--- src/rtl/uart_code_lock_pkg.sv ---
// code_lock_pkg: definitions shared by the UART code lock.
//   - FSM state encoding of the lock controller
//   - 8N1 frame constants used by the receiver
//   - cnt_width(): width of a counter that has to reach (largest cycle count - 1)
package code_lock_pkg;

   localparam logic [1:0] ST_LOCKED  = 2'd0;
   localparam logic [1:0] ST_ENTRY   = 2'd1;
   localparam logic [1:0] ST_OPEN    = 2'd2;
   localparam logic [1:0] ST_LOCKOUT = 2'd3;

   localparam int DATA_BITS = 8;
   localparam int STOP_BITS = 1;

   function automatic int cnt_width(input int a, input int b, input int c);
      int m;
      m = a;
      if (b > m) m = b;
      if (c > m) m = c;
      return (m > 1) ? $clog2(m) : 1;
   endfunction

endpackage

--- src/rtl/uart_code_lock_if.sv ---
// uart_code_lock_if: serial input, code and status outputs of the code lock.
//   uart          serial line, idle high
//   code          expected code, byte 0 in [7:0] is entered first
//   led_green     high = locked, low = open
//   led_red       high = lockout
//   attempt_done  one-cycle pulse when an entry is judged
//   attempt_ok    valid with attempt_done, 1 = correct code
//   fail_count    consecutive failed entries
// master: drives uart/code (environment); slave: the lock.
interface uart_code_lock_if #(
   parameter int CODE_LEN  = 4,
   parameter int MAX_FAILS = 3
);
   localparam int FC_W = $clog2(MAX_FAILS + 1);

   logic                    uart;
   logic [8*CODE_LEN-1:0]   code;
   logic                    led_green;
   logic                    led_red;
   logic                    attempt_done;
   logic                    attempt_ok;
   logic [FC_W-1:0]         fail_count;

   modport master (
      output uart, code,
      input  led_green, led_red, attempt_done, attempt_ok, fail_count
   );

   modport slave (
      input  uart, code,
      output led_green, led_red, attempt_done, attempt_ok, fail_count
   );
endinterface

--- src/rtl/uart_rx.sv ---
// uart_rx: 8N1 serial receiver.
//   clk       system clock
//   rstb      synchronous active-low reset
//   rx        asynchronous serial input, idle high
//   rx_data   received byte, valid while rx_valid is high
//   rx_valid  one-cycle pulse, stop bit sampled high
//   rx_ferr   one-cycle pulse, stop bit sampled low (no data)
// The start bit is re-checked half a bit after the falling edge; a high
// level there is treated as a glitch and the frame is dropped.
module uart_rx
   import code_lock_pkg::*;
#(
   parameter int CLK_DIV = 16
) (
   input  logic                 clk,
   input  logic                 rstb,
   input  logic                 rx,
   output logic [DATA_BITS-1:0] rx_data,
   output logic                 rx_valid,
   output logic                 rx_ferr
);
   localparam int DIV_W = $clog2(CLK_DIV);
   localparam int BIT_W = $clog2(DATA_BITS);
   localparam logic [DIV_W-1:0] HALF = DIV_W'(CLK_DIV/2 - 1);
   localparam logic [DIV_W-1:0] FULL = DIV_W'(CLK_DIV - 1);
   localparam logic [BIT_W-1:0] LAST = BIT_W'(DATA_BITS - 1);

   localparam logic [1:0] RX_IDLE  = 2'd0;
   localparam logic [1:0] RX_START = 2'd1;
   localparam logic [1:0] RX_DATA  = 2'd2;
   localparam logic [1:0] RX_STOP  = 2'd3;

   logic [1:0]           sync_q;
   logic                 prev_q;
   logic [1:0]           st_q, st_d;
   logic [DIV_W-1:0]     cnt_q, cnt_d;
   logic [BIT_W-1:0]     bit_q, bit_d;
   logic [DATA_BITS-1:0] shift_q, shift_d;
   logic                 valid_q, valid_d;
   logic                 ferr_q, ferr_d;
   logic                 rx_s;

   assign rx_s = sync_q[1];

   always_comb begin
      st_d    = st_q;
      cnt_d   = cnt_q;
      bit_d   = bit_q;
      shift_d = shift_q;
      valid_d = 1'b0;
      ferr_d  = 1'b0;
      case (st_q)
         RX_IDLE: begin
            cnt_d = '0;
            bit_d = '0;
            if (prev_q && !rx_s) st_d = RX_START;
         end
         RX_START: begin
            if (cnt_q == HALF) begin
               cnt_d = '0;
               st_d  = rx_s ? RX_IDLE : RX_DATA;
            end else begin
               cnt_d = cnt_q + 1'b1;
            end
         end
         RX_DATA: begin
            if (cnt_q == FULL) begin
               cnt_d   = '0;
               shift_d = {rx_s, shift_q[DATA_BITS-1:1]};   // LSB arrives first
               if (bit_q == LAST) st_d = RX_STOP;
               else               bit_d = bit_q + 1'b1;
            end else begin
               cnt_d = cnt_q + 1'b1;
            end
         end
         default: begin   // RX_STOP; rearm right at the stop sample
            if (cnt_q == FULL) begin
               valid_d = rx_s;
               ferr_d  = !rx_s;
               st_d    = RX_IDLE;
            end else begin
               cnt_d = cnt_q + 1'b1;
            end
         end
      endcase
   end

   always_ff @(posedge clk) begin
      if (!rstb) begin
         sync_q  <= 2'b11;
         prev_q  <= 1'b1;
         st_q    <= RX_IDLE;
         cnt_q   <= '0;
         bit_q   <= '0;
         shift_q <= '0;
         valid_q <= 1'b0;
         ferr_q  <= 1'b0;
      end else begin
         sync_q  <= {sync_q[0], rx};
         prev_q  <= rx_s;
         st_q    <= st_d;
         cnt_q   <= cnt_d;
         bit_q   <= bit_d;
         shift_q <= shift_d;
         valid_q <= valid_d;
         ferr_q  <= ferr_d;
      end
   end

   assign rx_data  = shift_q;
   assign rx_valid = valid_q;
   assign rx_ferr  = ferr_q;
endmodule

--- src/rtl/uart_code_lock.sv ---
// uart_code_lock: UART-driven code lock.
//   clk   system clock
//   rstb  synchronous active-low reset
//   bus   uart_code_lock_if.slave (uart, code in; LEDs, attempt status out)
// Every entry consumes CODE_LEN bytes before it is judged. A correct entry
// opens the lock (led_green low) for OPEN_CYCLES clocks. An entry idle for
// TIMEOUT_CYCLES clocks or hit by a framing error is abandoned unjudged.
// Macro LOCKOUT_EN: when defined, MAX_FAILS consecutive failures lock the
// input out for LOCKOUT_CYCLES clocks (led_red high); when undefined,
// fail_count and led_red are tied low.
module uart_code_lock
   import code_lock_pkg::*;
#(
   parameter int CLK_DIV        = 16,
   parameter int CODE_LEN       = 4,
   parameter int OPEN_CYCLES    = 100,
   parameter int TIMEOUT_CYCLES = 1000,
   parameter int MAX_FAILS      = 3,
   parameter int LOCKOUT_CYCLES = 200
) (
   input  logic          clk,
   input  logic          rstb,
   uart_code_lock_if.slave bus
);
   localparam int FC_W  = $clog2(MAX_FAILS + 1);
   localparam int CNT_W = cnt_width(OPEN_CYCLES, TIMEOUT_CYCLES, LOCKOUT_CYCLES);
   localparam int IDX_W = (CODE_LEN > 1) ? $clog2(CODE_LEN) : 1;

   logic [7:0]       rx_data;
   logic             rx_valid;
   logic             rx_ferr;

   logic [1:0]       state_q, state_d;
   logic [IDX_W-1:0] idx_q, idx_d;
   logic             mism_q, mism_d;
   logic [CNT_W-1:0] timer_q, timer_d;
   logic             done_q, done_d;
   logic             ok_q, ok_d;
   logic             green_q, green_d;
   logic [7:0]       code_byte;
   logic             judge, judge_bad;
`ifdef LOCKOUT_EN
   logic [FC_W-1:0]  fail_q, fail_d, fail_inc;
   logic             red_q, red_d;
`endif

   uart_rx #(.CLK_DIV(CLK_DIV)) u_rx (
      .clk      (clk),
      .rstb     (rstb),
      .rx       (bus.uart),
      .rx_data  (rx_data),
      .rx_valid (rx_valid),
      .rx_ferr  (rx_ferr)
   );

   // code is read live, so only bytes not yet compared see a change
   always_comb code_byte = bus.code[8*int'(idx_q) +: 8];

   always_comb begin
      state_d   = state_q;
      idx_d     = idx_q;
      mism_d    = mism_q;
      timer_d   = timer_q;
      done_d    = 1'b0;
      ok_d      = 1'b0;
      judge     = 1'b0;
      judge_bad = 1'b0;
`ifdef LOCKOUT_EN
      fail_d    = fail_q;
      fail_inc  = (fail_q == FC_W'(MAX_FAILS)) ? fail_q : fail_q + 1'b1;
`endif
      case (state_q)
         ST_LOCKED: begin
            idx_d   = '0;
            mism_d  = 1'b0;
            timer_d = '0;
            if (rx_valid) begin
               if (CODE_LEN == 1) begin
                  judge     = 1'b1;
                  judge_bad = (rx_data != bus.code[7:0]);
               end else begin
                  state_d = ST_ENTRY;
                  idx_d   = IDX_W'(1);
                  mism_d  = (rx_data != bus.code[7:0]);
               end
            end
         end
         ST_ENTRY: begin
            // a byte in the expiry cycle wins over the timeout
            if (rx_valid) begin
               timer_d = '0;
               if (idx_q == IDX_W'(CODE_LEN - 1)) begin
                  judge     = 1'b1;
                  judge_bad = mism_q | (rx_data != code_byte);
               end else begin
                  idx_d  = idx_q + 1'b1;
                  mism_d = mism_q | (rx_data != code_byte);
               end
            end else if (rx_ferr || timer_q == CNT_W'(TIMEOUT_CYCLES - 1)) begin
               state_d = ST_LOCKED;
            end else begin
               timer_d = timer_q + 1'b1;
            end
         end
         ST_OPEN: begin
            if (timer_q == CNT_W'(OPEN_CYCLES - 1)) begin
               state_d = ST_LOCKED;
               timer_d = '0;
            end else begin
               timer_d = timer_q + 1'b1;
            end
         end
         default: begin   // ST_LOCKOUT
`ifdef LOCKOUT_EN
            if (timer_q == CNT_W'(LOCKOUT_CYCLES - 1)) begin
               state_d = ST_LOCKED;
               timer_d = '0;
               fail_d  = '0;
            end else begin
               timer_d = timer_q + 1'b1;
            end
`else
            state_d = ST_LOCKED;
`endif
         end
      endcase

      if (judge) begin
         done_d  = 1'b1;
         ok_d    = !judge_bad;
         idx_d   = '0;
         mism_d  = 1'b0;
         timer_d = '0;
         if (!judge_bad) begin
            state_d = ST_OPEN;
`ifdef LOCKOUT_EN
            fail_d  = '0;
`endif
         end else begin
`ifdef LOCKOUT_EN
            fail_d  = fail_inc;
            state_d = (fail_inc == FC_W'(MAX_FAILS)) ? ST_LOCKOUT : ST_LOCKED;
`else
            state_d = ST_LOCKED;
`endif
         end
      end

      // LEDs follow the next state so they change together with it
      green_d = (state_d != ST_OPEN);
`ifdef LOCKOUT_EN
      red_d   = (state_d == ST_LOCKOUT);
`endif
   end

   always_ff @(posedge clk) begin
      if (!rstb) begin
         state_q <= ST_LOCKED;
         idx_q   <= '0;
         mism_q  <= 1'b0;
         timer_q <= '0;
         done_q  <= 1'b0;
         ok_q    <= 1'b0;
         green_q <= 1'b1;
`ifdef LOCKOUT_EN
         fail_q  <= '0;
         red_q   <= 1'b0;
`endif
      end else begin
         state_q <= state_d;
         idx_q   <= idx_d;
         mism_q  <= mism_d;
         timer_q <= timer_d;
         done_q  <= done_d;
         ok_q    <= ok_d;
         green_q <= green_d;
`ifdef LOCKOUT_EN
         fail_q  <= fail_d;
         red_q   <= red_d;
`endif
      end
   end

   assign bus.led_green    = green_q;
   assign bus.attempt_done = done_q;
   assign bus.attempt_ok   = ok_q;
`ifdef LOCKOUT_EN
   assign bus.led_red      = red_q;
   assign bus.fail_count   = fail_q;
`else
   assign bus.led_red      = 1'b0;
   assign bus.fail_count   = FC_W'(0);
`endif
endmodule

--- src/flat_wrapper.sv ---
// flat-port wrapper written by rule: the top's interface ports become plain ports
module uart_code_lock_flat import code_lock_pkg::*;
#(
   parameter int CLK_DIV        = 16,
   parameter int CODE_LEN       = 4,
   parameter int OPEN_CYCLES    = 100,
   parameter int TIMEOUT_CYCLES = 1000,
   parameter int MAX_FAILS      = 3,
   parameter int LOCKOUT_CYCLES = 200
)
  (clk, rstb, bus_uart, bus_code, bus_led_green, bus_led_red, bus_attempt_done, bus_attempt_ok, bus_fail_count);
  uart_code_lock_if #(.CODE_LEN(CODE_LEN), .MAX_FAILS(MAX_FAILS)) bus_i ();
  input  logic clk;
  input  logic rstb;
  input wire logic [$bits(bus_i.uart)-1:0] bus_uart;
  input wire logic [$bits(bus_i.code)-1:0] bus_code;
  output wire logic [$bits(bus_i.led_green)-1:0] bus_led_green;
  output wire logic [$bits(bus_i.led_red)-1:0] bus_led_red;
  output wire logic [$bits(bus_i.attempt_done)-1:0] bus_attempt_done;
  output wire logic [$bits(bus_i.attempt_ok)-1:0] bus_attempt_ok;
  output wire logic [$bits(bus_i.fail_count)-1:0] bus_fail_count;
  assign bus_i.uart = bus_uart;
  assign bus_i.code = bus_code;
  assign bus_led_green = bus_i.led_green;
  assign bus_led_red = bus_i.led_red;
  assign bus_attempt_done = bus_i.attempt_done;
  assign bus_attempt_ok = bus_i.attempt_ok;
  assign bus_fail_count = bus_i.fail_count;
  uart_code_lock #(.CLK_DIV(CLK_DIV), .CODE_LEN(CODE_LEN), .OPEN_CYCLES(OPEN_CYCLES), .TIMEOUT_CYCLES(TIMEOUT_CYCLES), .MAX_FAILS(MAX_FAILS), .LOCKOUT_CYCLES(LOCKOUT_CYCLES)) u_core (.clk(clk), .rstb(rstb), .bus(bus_i));
endmodule
--- config.mk ---
export PLATFORM = sky130hd
export DESIGN_NAME = uart_code_lock_flat
export DESIGN_NICKNAME = d
export VERILOG_FILES = /design/src/rtl/uart_code_lock_pkg.sv /design/src/rtl/uart_code_lock_if.sv /design/src/rtl/uart_rx.sv /design/src/rtl/uart_code_lock.sv /design/src/flat_wrapper.sv
export SDC_FILE = /design/constraint.sdc
export NUM_CORES = 1
export LEC_CHECK = 0
export CAP_MARGIN = 20
export CORE_MARGIN = 5
export CORE_UTILIZATION = 45
export CTS_BUF_LIST = sky130_fd_sc_hd__clkbuf_4 sky130_fd_sc_hd__clkbuf_8
export DETAILED_ROUTE_END_ITERATION = 8
export GPL_ROUTABILITY_DRIVEN = 0
export GPL_TIMING_DRIVEN = 0
export PLACE_DENSITY = 0.69
export SYNTH_ARGS = -nofsm -noshare
export SYNTH_HDL_FRONTEND = slang
export SYNTH_HIERARCHICAL = 1
export SYNTH_SLANG_ARGS = --single-unit
--- constraint.sdc ---
create_clock -name clk -period 4.66 [get_ports clk]
set_input_delay 0.699 -clock clk [delete_from_list [all_inputs] [get_ports clk]]
set_output_delay 0.699 -clock clk [all_outputs]
set_load 0.03 [all_outputs]
==> results.sh <==
export IMPL_status="finished, final reports clean"
export IMPL_clock_sinks=40
export IMPL_core_sq_um=5410
export IMPL_hold_viol=0
export IMPL_antenna_found_initial=0
export IMPL_cp_end_kind="flip-flop"
export IMPL_placementRows=27
export IMPL_setup_viol=0
export IMPL_synth_seq_cells=40
export IMPL_post_route_period_util_pct=47.4
export IMPL_wl_um=5060
export IMPL_ir_drop_mv=0.149
export IMPL_synthCells=277
export IMPL_finalNetCount=371
export IMPL_synth_async_sr_flop_share_pct=0
export IMPL_grt_pass1_wl_um=8570
export IMPL_worstPathRequired_ps=4830
export IMPL_synth_area_sq_um=2460
export IMPL_cts_tree="done"
export IMPL_cts_resized=0
export IMPL_synth_flop_cell="dfxtp_1"
export IMPL_clk_pin_slew_ps=80
export IMPL_wl_per_cell_um=12.8
export IMPL_viasPerCell=5.06
export IMPL_synth_edf_count=0
export IMPL_num_fill_cells=516
export IMPL_ctsLongestPathBuffers=2
export IMPL_timing_slew_headroom_pct=65.3
export IMPL_design_die_area_sq_um=7050
export IMPL_area_growth_pct=23.5
export IMPL_maxCapViolations=0
export IMPL_overflow=0
export IMPL_slew_violations=0
export IMPL_initial_utilization_pct=45.6
export IMPL_seqCellArea_sq_um=801
export IMPL_cp_max_fo=2
export IMPL_synth_area_leaders="dfxtp_1 (33%), xnor2_1 (9.2%), ha_1 (6.6%)"
export IMPL_io_pins=41
export IMPL_timing_fmax_mhz=453
export IMPL_synth_largest_area_cell="dfxtp_1"
export IMPL_num_vias=2003
export IMPL_yosysMostFrequentCell="dfxtp_1"
export IMPL_yosys_warnings=6
export IMPL_tns_ps=0
export IMPL_die_w_um=84.0
export IMPL_cts_htree_levels=2
export IMPL_drive_above_1_share_pct=8.64
export IMPL_numCtsBuffers=5
export IMPL_synth_top_area_share_pct=32.5
export IMPL_hpwl_um=3970
export IMPL_syn_area_per_cell_sq_um=8.89
export IMPL_drc_errors=0
export IMPL_grt_setup_unrepaired="no"
export IMPL_holdWs_ps=420
export IMPL_first_pass_iters=4
export IMPL_postRouteAntennaNets=0
export IMPL_synth_commonest_cells="dfxtp_1 (40), nand2_1 (34), xnor2_1 (26)"
export IMPL_cts_root_buf="clkbuf_8"
export IMPL_grt_pass1_vias=1860
export IMPL_skew_ps=6.05
export IMPL_holdBufCountCts=0
export IMPL_p_leak_nw=1.05
export IMPL_worstMarginPinSlew_ps=520
export IMPL_ys_seq_area_share_pct=32.5
export IMPL_multi_input_area_sq_um=1530
export IMPL_cp_arrival_ps=2380
export IMPL_postCtsSetupRepairBufs=0
export IMPL_synth_cell_type_count=55
export IMPL_min_period_ps=2210
export IMPL_worstSetupPathType="in -> reg"
export IMPL_start_kind="input port"
export IMPL_num_antenna_cells=0
export IMPL_portBuffers=37
export IMPL_grt_start_max_net_pins=14
export IMPL_die_y_um=84.0
export IMPL_track_usage_pct=14.8
export IMPL_drt_iter0_drc=102
export IMPL_p_per_area_nw_per_um2=247
export IMPL_hp_class="reg -> reg"
export IMPL_clock_latency_ps=290
layout by cell type, fill, tap and decap left out, drive strengths merged, types with 2 or more instances in the layout:
master         netlist  layout
buf                  9       9
ha                  13      13
a21boi              13      13
nand2               34      34
clkdlybuf4s50        0      37
nor2b                5       5
dfxtp               40      40
o31ai                2       2
mux2i               12      12
nand3                8       8
mux4                 3       3
a31oi                2       2
and3                 5       5
nor3                 6       6
nand2b               8       8
and2                 2       2
nor3b                4       4
inv                 10      10
xor2                 6       6
xnor2               26      26
nand4                7       7
a21oi                4       4
clkbuf               5      10
and4                 2       2
o22ai                2       2
nor2                19      19
conb                 1       3
nor4                 4       4
o21ai               10      10
state kept, by name (all words and copies together), names as in the netlist, 2 cells and up:
name / flops
u_core/idx_q: 2
u_core/u_rx/bit_q: 3
u_core/state_q: 2
u_core/u_rx/st_q: 2
u_core/u_rx/cnt_q: 4
u_core/timer_q: 10
u_core/u_rx/rx_data: 8
u_core/u_rx/sync_q: 2
path summary, 6_finish.rpt:
check	to	cells after the start	from	slack [ps]
worst max-delay path	u_core/mism_q	7	bus_code[3]	2450
worst min-delay path	u_core/u_rx/sync_q[1]	1	u_core/u_rx/sync_q[0]	420
worst max register to register	u_core/timer_q[1]	9	u_core/state_q[1]	2560
worst min register to register	u_core/u_rx/sync_q[1]	1	u_core/u_rx/sync_q[0]	420
critical path, stage by stage:
cell             delay [ps]
clkdlybuf4s50_1         440
mux4_2                  480
xor2_1                  150
nor2_1                  130
o211ai_1                150
o21ai_1                 220
a211oi_1                110
where the power goes:
part | leakage [nW] | switching [mW] | internal (mW)
combinational | 0.674 | 0.0544 | 0.0629
clock | 0.0541 | 0.121 | 0.158
sequential | 0.323 | 0.00570 | 0.348
final cells by class:
cell class                 count  area share [%]
inverter                      10            1.23
timing repair buffer          37            12.2
clock buffer                   5            2.26
buffer                        14            3.33
clock inverter                 3            1.40
tap                           72            2.96
sequential                    40            26.3
multi-input combinational    215            50.3
metrics by stage:
stage / worst slack, ps / area (sq um) / power [mW] / instances / util, %
5_1_grt: 2320 / 3040 / 0.798 / 396 / 56.3
3_5_place_dp: 2190 / 2930 / 0.479 / 388 / 54.2
2_1_floorplan: 2780 / 2470 / 0.433 / 279 / -
3_3_place_gp: 2180 / 2930 / 0.477 / 388 / 54.2
6_report: 2450 / 3040 / 0.751 / 396 / 56.3
4_1_cts: 2490 / 3040 / 0.762 / 396 / 56.3
layer usage:
metal  global-route usage [%]  vias up  wire (um)
met5                        0        -          0
met3                     3.36        2        147
met4                     4.39        0         29
li1                         -     1055          -
met1                     19.9      914       2460
met2                     23.5       32       2420
cell families after synthesis:
kind of cell / count (synthesis) / synth area share (%)
adders and majority gates: 13 / 6.61
muxes: 15 / 7.77
other: 1 / 0.152
AOI/OAI and AO/OA: 43 / 12.5
and+or+nand+nor: 109 / 23.4
xor gates and xnor gates: 32 / 11.4
buffers and inverters: 24 / 5.64
DFF: 40 / 32.5
Power figures use the tool's default switching activity.
